### config.mk
export PLATFORM = sky130hd
export DESIGN_NAME = seq_mult_4x4
export DESIGN_NICKNAME = d
export VERILOG_FILES = /design/src/rtl/seq_mult_4x4_pkg.sv /design/src/rtl/seq_mult_4x4_adder.sv /design/src/rtl/seq_mult_4x4.sv
export SDC_FILE = /design/constraint.sdc
export NUM_CORES = 1
export LEC_CHECK = 0
export ABC_AREA = 1
export BUFFER_PORTS_ARGS = -buffer_cell sky130_fd_sc_hd__buf_2
export CAP_MARGIN = 20
export CORE_UTILIZATION = 53
export CTS_BUF_LIST = sky130_fd_sc_hd__clkbuf_4 sky130_fd_sc_hd__clkbuf_8
export DETAILED_ROUTE_END_ITERATION = 12
export PLACE_DENSITY_LB_ADDON = 0.25
export REMOVE_ABC_BUFFERS = 1
export SKIP_CTS_REPAIR_TIMING = 1
export SLEW_MARGIN = 20
export SYNTH_ARGS = -nofsm -noshare
export SYNTH_HDL_FRONTEND = slang
export SYNTH_SLANG_ARGS = --single-unit
### constraint.sdc
create_clock -name clk -period 2.9 [get_ports clk]
set_clock_uncertainty 0.2 [all_clocks]
set_input_delay 0.435 -clock clk [delete_from_list [all_inputs] [get_ports clk]]
set_output_delay 0.435 -clock clk [all_outputs]
set_load 0.05 [all_outputs]
### src/rtl/seq_mult_4x4_pkg.sv
// Shared types and sizes for the 4x4 sequential shift-add multiplier.
// Only W = 4 is supported; the product is always 2*W bits wide.
package seq_mult_4x4_pkg;

  localparam int W  = 4;
  localparam int PW = 2 * W;

  typedef enum logic [1:0] {
    IDLE = 2'd0,
    RUN  = 2'd1,
    DONE = 2'd2
  } state_t;

endpackage

### src/rtl/seq_mult_4x4_adder.sv
// N-bit ripple-carry adder built from full-adder cells; purely combinational.
// The carry-out is returned as the top bit of the (N+1)-bit sum.
module ripple_adder_w #(
  parameter int N = 4
) (
  input  logic [N-1:0] x,
  input  logic [N-1:0] y,
  input  logic         cin,
  output logic [N:0]   sum
);

  logic [N:0] carry;

  assign carry[0] = cin;

  for (genvar i = 0; i < N; i++) begin : g_fa
    assign sum[i]     = x[i] ^ y[i] ^ carry[i];
    assign carry[i+1] = (x[i] & y[i]) | (carry[i] & (x[i] ^ y[i]));
  end

  assign sum[N] = carry[N];

endmodule

### src/rtl/seq_mult_4x4.sv
// Sequential shift-add multiplier: one operand pair at a time, W add/shift
// steps, result held in DONE until the downstream handshake.
//
//   state | meaning
//   IDLE  | waiting for an operand pair, in_ready high
//   RUN   | one add/shift step per cycle, counter tracks the step
//   DONE  | product valid and held until out_ready
module seq_mult_4x4 #(
  parameter int W = seq_mult_4x4_pkg::W
) (
  input  logic           clk,
  input  logic           resetn,
  input  logic           in_valid,
  output logic           in_ready,
  input  logic [W-1:0]   a,
  input  logic [W-1:0]   b,
  output logic           out_valid,
  input  logic           out_ready,
  output logic [2*W-1:0] product,
  output logic           busy
);

  import seq_mult_4x4_pkg::*;

  localparam int CW = $clog2(W);

  state_t         state;
  state_t         state_nxt;
  logic [2*W-1:0] acc;
  logic [W-1:0]   mcand;
  logic [CW-1:0]  cnt;
  logic [W-1:0]   addend;
  logic [W:0]     sum;
  logic           last_step;

  assign last_step = (cnt == CW'(W - 1));

  always_ff @(posedge clk) begin
    if (!resetn) begin
      state <= IDLE;
    end else begin
      state <= state_nxt;
    end
  end

  always_comb begin
    state_nxt = state;
    case (state)
      IDLE:    if (in_valid)  state_nxt = RUN;
      RUN:     if (last_step) state_nxt = DONE;
      DONE:    if (out_ready) state_nxt = IDLE;
      default: state_nxt = IDLE;
    endcase
  end

  always_comb begin
    in_ready  = (state == IDLE);
    busy      = (state != IDLE);
    out_valid = (state == DONE);
  end

  // Add the multiplicand into the upper half only when the current multiplier LSB is set.
  assign addend = acc[0] ? mcand : '0;

  ripple_adder_w #(.N(W)) u_adder (
    .x   (acc[2*W-1:W]),
    .y   (addend),
    .cin (1'b0),
    .sum (sum)
  );

  always_ff @(posedge clk) begin
    if (!resetn) begin
      acc   <= '0;
      mcand <= '0;
      cnt   <= '0;
    end else begin
      case (state)
        IDLE: begin
          if (in_valid) begin
            mcand <= a;
            acc   <= {{W{1'b0}}, b};
            cnt   <= '0;
          end
        end
        RUN: begin
          // Carry, partial sum and remaining multiplier bits shift right together.
          acc <= {sum, acc[W-1:1]};
          cnt <= cnt + CW'(1);
        end
        default: ;
      endcase
    end
  end

  assign product = acc;

endmodule

# Word level (Yosys, flattened, before mapping)
# Cells that the tools add are included.
# totals
output_inout_bits	11
wordCells	43
inputBits	12
register_bits	16
# op_classes
eq_ne	6
addsub	1
n_reduce_logical	6
n_bitwise	17
muxes	9
# ops
operator	n
$pmux 8 s2	1
$mux 2	4
$mux 8	1
$and 1x1->1	7
$xor 1x1->1	7
$pmux 2 s3	1
$eq 2x2->1 const B	2
$mux 4	1
$ne 2x2->1 const B	2
$pmux 2 s2	1
$reduce_and 2->1	2
$reduce_bool 2->1	2
$or 1x1->1	3
$reduce_and 3->1	1
$add 2x1->2 const B	1
$eq 2x1->1 const B	1
$logic_not 2->1	1
$ne 2x1->1 const B	1

# Logic depth before layout (Yosys ltp)
# logic_depth
depth_word	9
depth_mapped	12
depth_no_buf	12

# Hierarchy
# Synthesis repeated with hierarchy kept, for this count alone.
# hier_totals
hier_cells	123
hier_area_um2	860.8
# modules_own_cells
mod	cells_each	area_per_inst_um2	instances	seq_area_each_um2
seq_mult_4x4	109	743.2	1	320.3
ripple_adder_w	14	117.6	1	0.0

# Least setup slack after synthesis
# Ideal clock, no wire load.
# synth_timing
kind	reg-to-reg
start	register acc[0], in the netlist product[0]
end	register acc[6], in the netlist product[6]
required_ns	2.580
n_path_buf	0
arrival_ns	2.194
setup_time_ns	0.120
slack_ns	0.387
path_stages_with_launch	13
path_cell_list	dfxtp_1 nand2_1 inv_1 ha_1 inv_1 fa_1 inv_1 fa_1 inv_1 fa_1 inv_1 nand2_1 a21oi_1
# synth_between
elab_chain_cells	8
word_cells_on_any_way	13
cone_classes	mux: 2; bitwise: 11
# synth_lines
element	line	text
start: declaration	seq_mult_4x4.sv:29	logic [2*W-1:0] acc;
start signal: assignment	seq_mult_4x4.sv:82	acc <= {{W{1'b0}}, b};
start signal: assignment	seq_mult_4x4.sv:88	acc <= {sum, acc[W-1:1]};
$mux 4 (*)	seq_mult_4x4.sv:63	assign addend = acc[0] ? mcand : '0;
$and 1x1->1 or $xor 1x1->1 (tied branches)	seq_mult_4x4_adder.sv:18	assign carry[i+1] = (x[i] & y[i]) | (carry[i] & (x[i] ^ y[i]));
$and 1x1->1	seq_mult_4x4_adder.sv:18	
$or 1x1->1	seq_mult_4x4_adder.sv:18	
$and 1x1->1	seq_mult_4x4_adder.sv:18	
$or 1x1->1	seq_mult_4x4_adder.sv:18	
$xor 1x1->1 (*)	seq_mult_4x4_adder.sv:17	assign sum[i] = x[i] ^ y[i] ^ carry[i];
$pmux 8 s2 (*)	seq_mult_4x4.sv:78	case (state)
# Mark *: on every way between the ends. The rest lies on a longest branch, timed or not.
# A chain may end at the register's enable or synchronous reset.

# Final worst setup path
# Same ends and word-level chain as after synthesis.

==> results.txt <==
----------------------------------------------------
[Power]
  Leakage Power ... 0.529 nW
  Fraction of power spent switching nets ... 31.4%
  Total power per unit cell area ... 509 nW/µm²
  Highest ir drop seen on vdd ... 0.310 mV
  Total Power Consumption ... 0.495 mW
  Net switching power figure ... 0.156 mW
  Design internal power ... 0.340 mW
  Share of power burned in the clock network ... 30.3%
  Relative contribution of combinational cells to total power ... 19.9%
  Sequential Power Share ... 49.8%

[Worst hold path]
  Launch point of the worst hold path ... a[3]
  Cell depth of the worst hold path ... 3
  Worst Hold Endpoint ... mcand[3]
  Worst min-delay path category ... in2reg

[Timing]
  Aggregate negative setup slack ... 0 ns
  Minimum clock period ... 2.36 ns
  Pin slew with the least headroom to its limit ... 0.500 ns
  Pins Over Slew Limit ... 0
  Final setup violation count ... 0
  Worst relative slew slack ... 66.6%
  Peak Freq ... 424 MHz
  Hold slack final ... 0.191 ns
  Share of the clock period used by the worst path after layout ... 81.3%
  Post-route worst setup slack ... 0.542 ns
  RSZ-0062 raised after global routing ... no
  Hold violation total from the final report ... 0

[Clocking]
  Register clock-pin slew on the reported worst setup and hold paths ... 0.10 ns
  Latest clock arrival within the worst-skew pair ... 0.29 ns
  Cell at the root of the clock tree ... sky130_fd_sc_hd__clkbuf_4
  Deepest level of the CTS H-tree ... 1
  Clock tree from TritonCTS ... built
  Clk buf depth ... 2
  Total CTS buffers ... 3
  CTS Sinks ... 16

[Route]
  Remaining antenna violation count after routing ... 0
  Total Routed Length ... 1.79 mm
  Number of DRC markers after the initial detailed-route iteration ... 26
  Final routed wire length divided by cell count ... 11.5 µm
  Vias per cell ... 4.98
  Via total after detailed routing ... 777
  First-pass DRT Iterations ... 4
  DRC errors left ... 0

[Placed design]
  GPL Wtd Cong ... 0.833
  Placed cell count ... 152
  Cell Area, Placed ... 937 µm²
  Count of input and output buffers ... 22
  Worst slack, placed ... 0.587 ns
  Half-perimeter wire length of the detailed placement result ... 1.30 mm

[Outcome]
  Status ... finished, final reports clean

[Layout]
  Layout Nets ... 159
  Synthesis-to-finish area growth ... 16.6%
  Fill cell instance count of the final layout ... 120
  Fraction of final layout cells sized beyond drive strength 1 ... 21.3%
  Commonest cells after routing, fill and taps aside ... 34 x sky130_fd_sc_hd__nand2_1, 22 x sky130_fd_sc_hd__buf_2, 20 x sky130_fd_sc_hd__inv_1, 20 x sky130_fd_sc_hd__nor2_1, 16 x sky130_fd_sc_hd__dfxtp_1
  Antenna fix cells ... 0
  Number of standard cells in the final layout excluding fillers ... 156
  Summed area of non-filler cells in the final layout ... 973 µm²
  Fin util ... 70.4%
  Most frequent standard cell in the layout excluding fill and tap cells ... sky130_fd_sc_hd__nand2_1

[GRT]
  Remaining global-route overflow ... 0
  First-pass GRT wire length ... 3.04 mm
  Number of antenna violations at the first check in global routing ... 0
  Number of global-route vias before repair ... 745
  Largest net degree at the start of global routing ... 15
  All-Layer GR Usage ... 22.9%

[Critical path]
  Crit path DAT ... 2.34 ns
  Depth of the most critical reg-to-reg path ... 12
  Startpoint class of the critical path ... register
  Maximum fanout count along the critical path ... 6
  Endpoint class of the critical path ... register
  Reg2Reg Setup Slack ... 0.54 ns
  Crit Reg-Reg Startpoint ... product[0]
  WS Path Type ... reg2reg
  Required time worst endpoint ... 2.88 ns
  Capture point of the worst reg-to-reg path ... product[6]

[Logic synthesis]
  Post-synth design cell area ... 835 µm²
  Post-synthesis register bit count ... 16
  Count of unique library cells instantiated by Yosys ... 16
  Area leader, netlist ... sky130_fd_sc_hd__dfxtp_1
  Sequential-to-total area share from yosys stat ... 38.4%
  Number of instances in the synthesized netlist ... 118
  Avg Synthesized Cell Area ... 7.07 µm²
  Number of warnings printed during yosys synthesis ... 0
  Yosys top cell area share ... 38.4%
  Largest cells by area after synthesis ... sky130_fd_sc_hd__dfxtp_1 38%, sky130_fd_sc_hd__nand2_1 15%, sky130_fd_sc_hd__inv_1 9.0%, sky130_fd_sc_hd__nor2_1 9.0%, sky130_fd_sc_hd__fa_1 7.2%

[Floorplan]
  Initial Util ... 60.4%
  I/O pin cnt ... 23
  Die area ... 1740 µm²
  Standard-cell rows ... 13
  Placeable Area ... 1380 µm²
  Die height ... 41.7 µm
  Horiz. Die Dim ... 41.7 µm

[Job]
  Count of max-cap constraint violations ... 0

----------------------------------------------------
-- cell type report --
class	count	area (µm²)	area share, %
inverters	21	78.8	8.10
multi-input cells	78	409	42.0
repair buffers	22	110	11.3
well taps	15	18.8	1.93
flip-flops and latches	16	320	32.9
clock buffers	4	36.3	3.73
-- critical path, stage by stage (launching register included) --
cell and delay, ns:
sky130_fd_sc_hd__dfxtp_1 0.42, sky130_fd_sc_hd__nand2_1 0.08, sky130_fd_sc_hd__inv_1 0.07, sky130_fd_sc_hd__ha_1 0.13, sky130_fd_sc_hd__inv_1 0.04, sky130_fd_sc_hd__fa_1 0.35, sky130_fd_sc_hd__inv_1 0.09, sky130_fd_sc_hd__fa_1 0.18
sky130_fd_sc_hd__inv_1 0.05, sky130_fd_sc_hd__fa_1 0.47, sky130_fd_sc_hd__inv_1 0.04, sky130_fd_sc_hd__nand2_1 0.06, sky130_fd_sc_hd__a21oi_1 0.06
-- layer usage --
| layer | GRT usage (%) | part of all wire [%] | vias up |
|---|---|---|---|
| met4 | 14.2 | 2.3 | 0 |
| met5 | 0 | 0 | - |
| li1 | - | - | 400 |
| met2 | 40.6 | 52 | 27 |
| met3 | 3.04 | 4.7 | 6 |
| met1 | 25.5 | 41 | 344 |
-- kinds of logic after synthesis --
group | count (synthesis) | share of synthesized area [%]
flip-flops | 16 | 38.4
AO/OA/AOI/OAI | 13 | 9.45
adder cells (fa/ha/maj) | 5 | 10.2
buffers and inverters | 24 | 12.6
AND/OR/NAND/NOR | 60 | 29.4
-- registers in the layout, indices dropped and copies added (netlist names) --
signal,count
cnt,2
product,8
state,2
mcand,4
-- power groups by stage --
stage	clock network [mW]	logic, mW	registers (mW)
2_1_floorplan	0	0.0511	0.269
6_report	0.150	0.0983	0.247
4_1_cts	0.151	0.0984	0.247
3_3_place_gp	0	0.0954	0.251
5_1_grt	0.159	0.110	0.249
3_5_place_dp	0	0.0978	0.252
-- worst max-delay path by stage --
stage	cells after the start	start	slack, ns	to
after global routing	12	product[0]	0.36	product[6]
after global placement	12	product[0]	0.71	product[6]
final	12	product[0]	0.54	product[6]
after floorplan	12	product[0]	0.39	product[6]
after detailed placement	12	product[0]	0.59	product[6]
after CTS	12	product[0]	0.56	product[6]
-- Yosys cell counts --
cell                        n
sky130_fd_sc_hd__buf_6      2
sky130_fd_sc_hd__nor2_1    20
sky130_fd_sc_hd__clkbuf_1   1
sky130_fd_sc_hd__o21a_1     1
sky130_fd_sc_hd__o21ai_4    1
sky130_fd_sc_hd__inv_2      1
sky130_fd_sc_hd__nand3_1    4
sky130_fd_sc_hd__a21oi_1    6
sky130_fd_sc_hd__o21ai_0    5
sky130_fd_sc_hd__fa_1       3
sky130_fd_sc_hd__nand2_1   34
sky130_fd_sc_hd__dfxtp_1   16
sky130_fd_sc_hd__nor2_4     1
sky130_fd_sc_hd__inv_1     20
sky130_fd_sc_hd__nand2_4    1
sky130_fd_sc_hd__ha_1       2
Note: power is estimated with default switching activity, not from simulation.
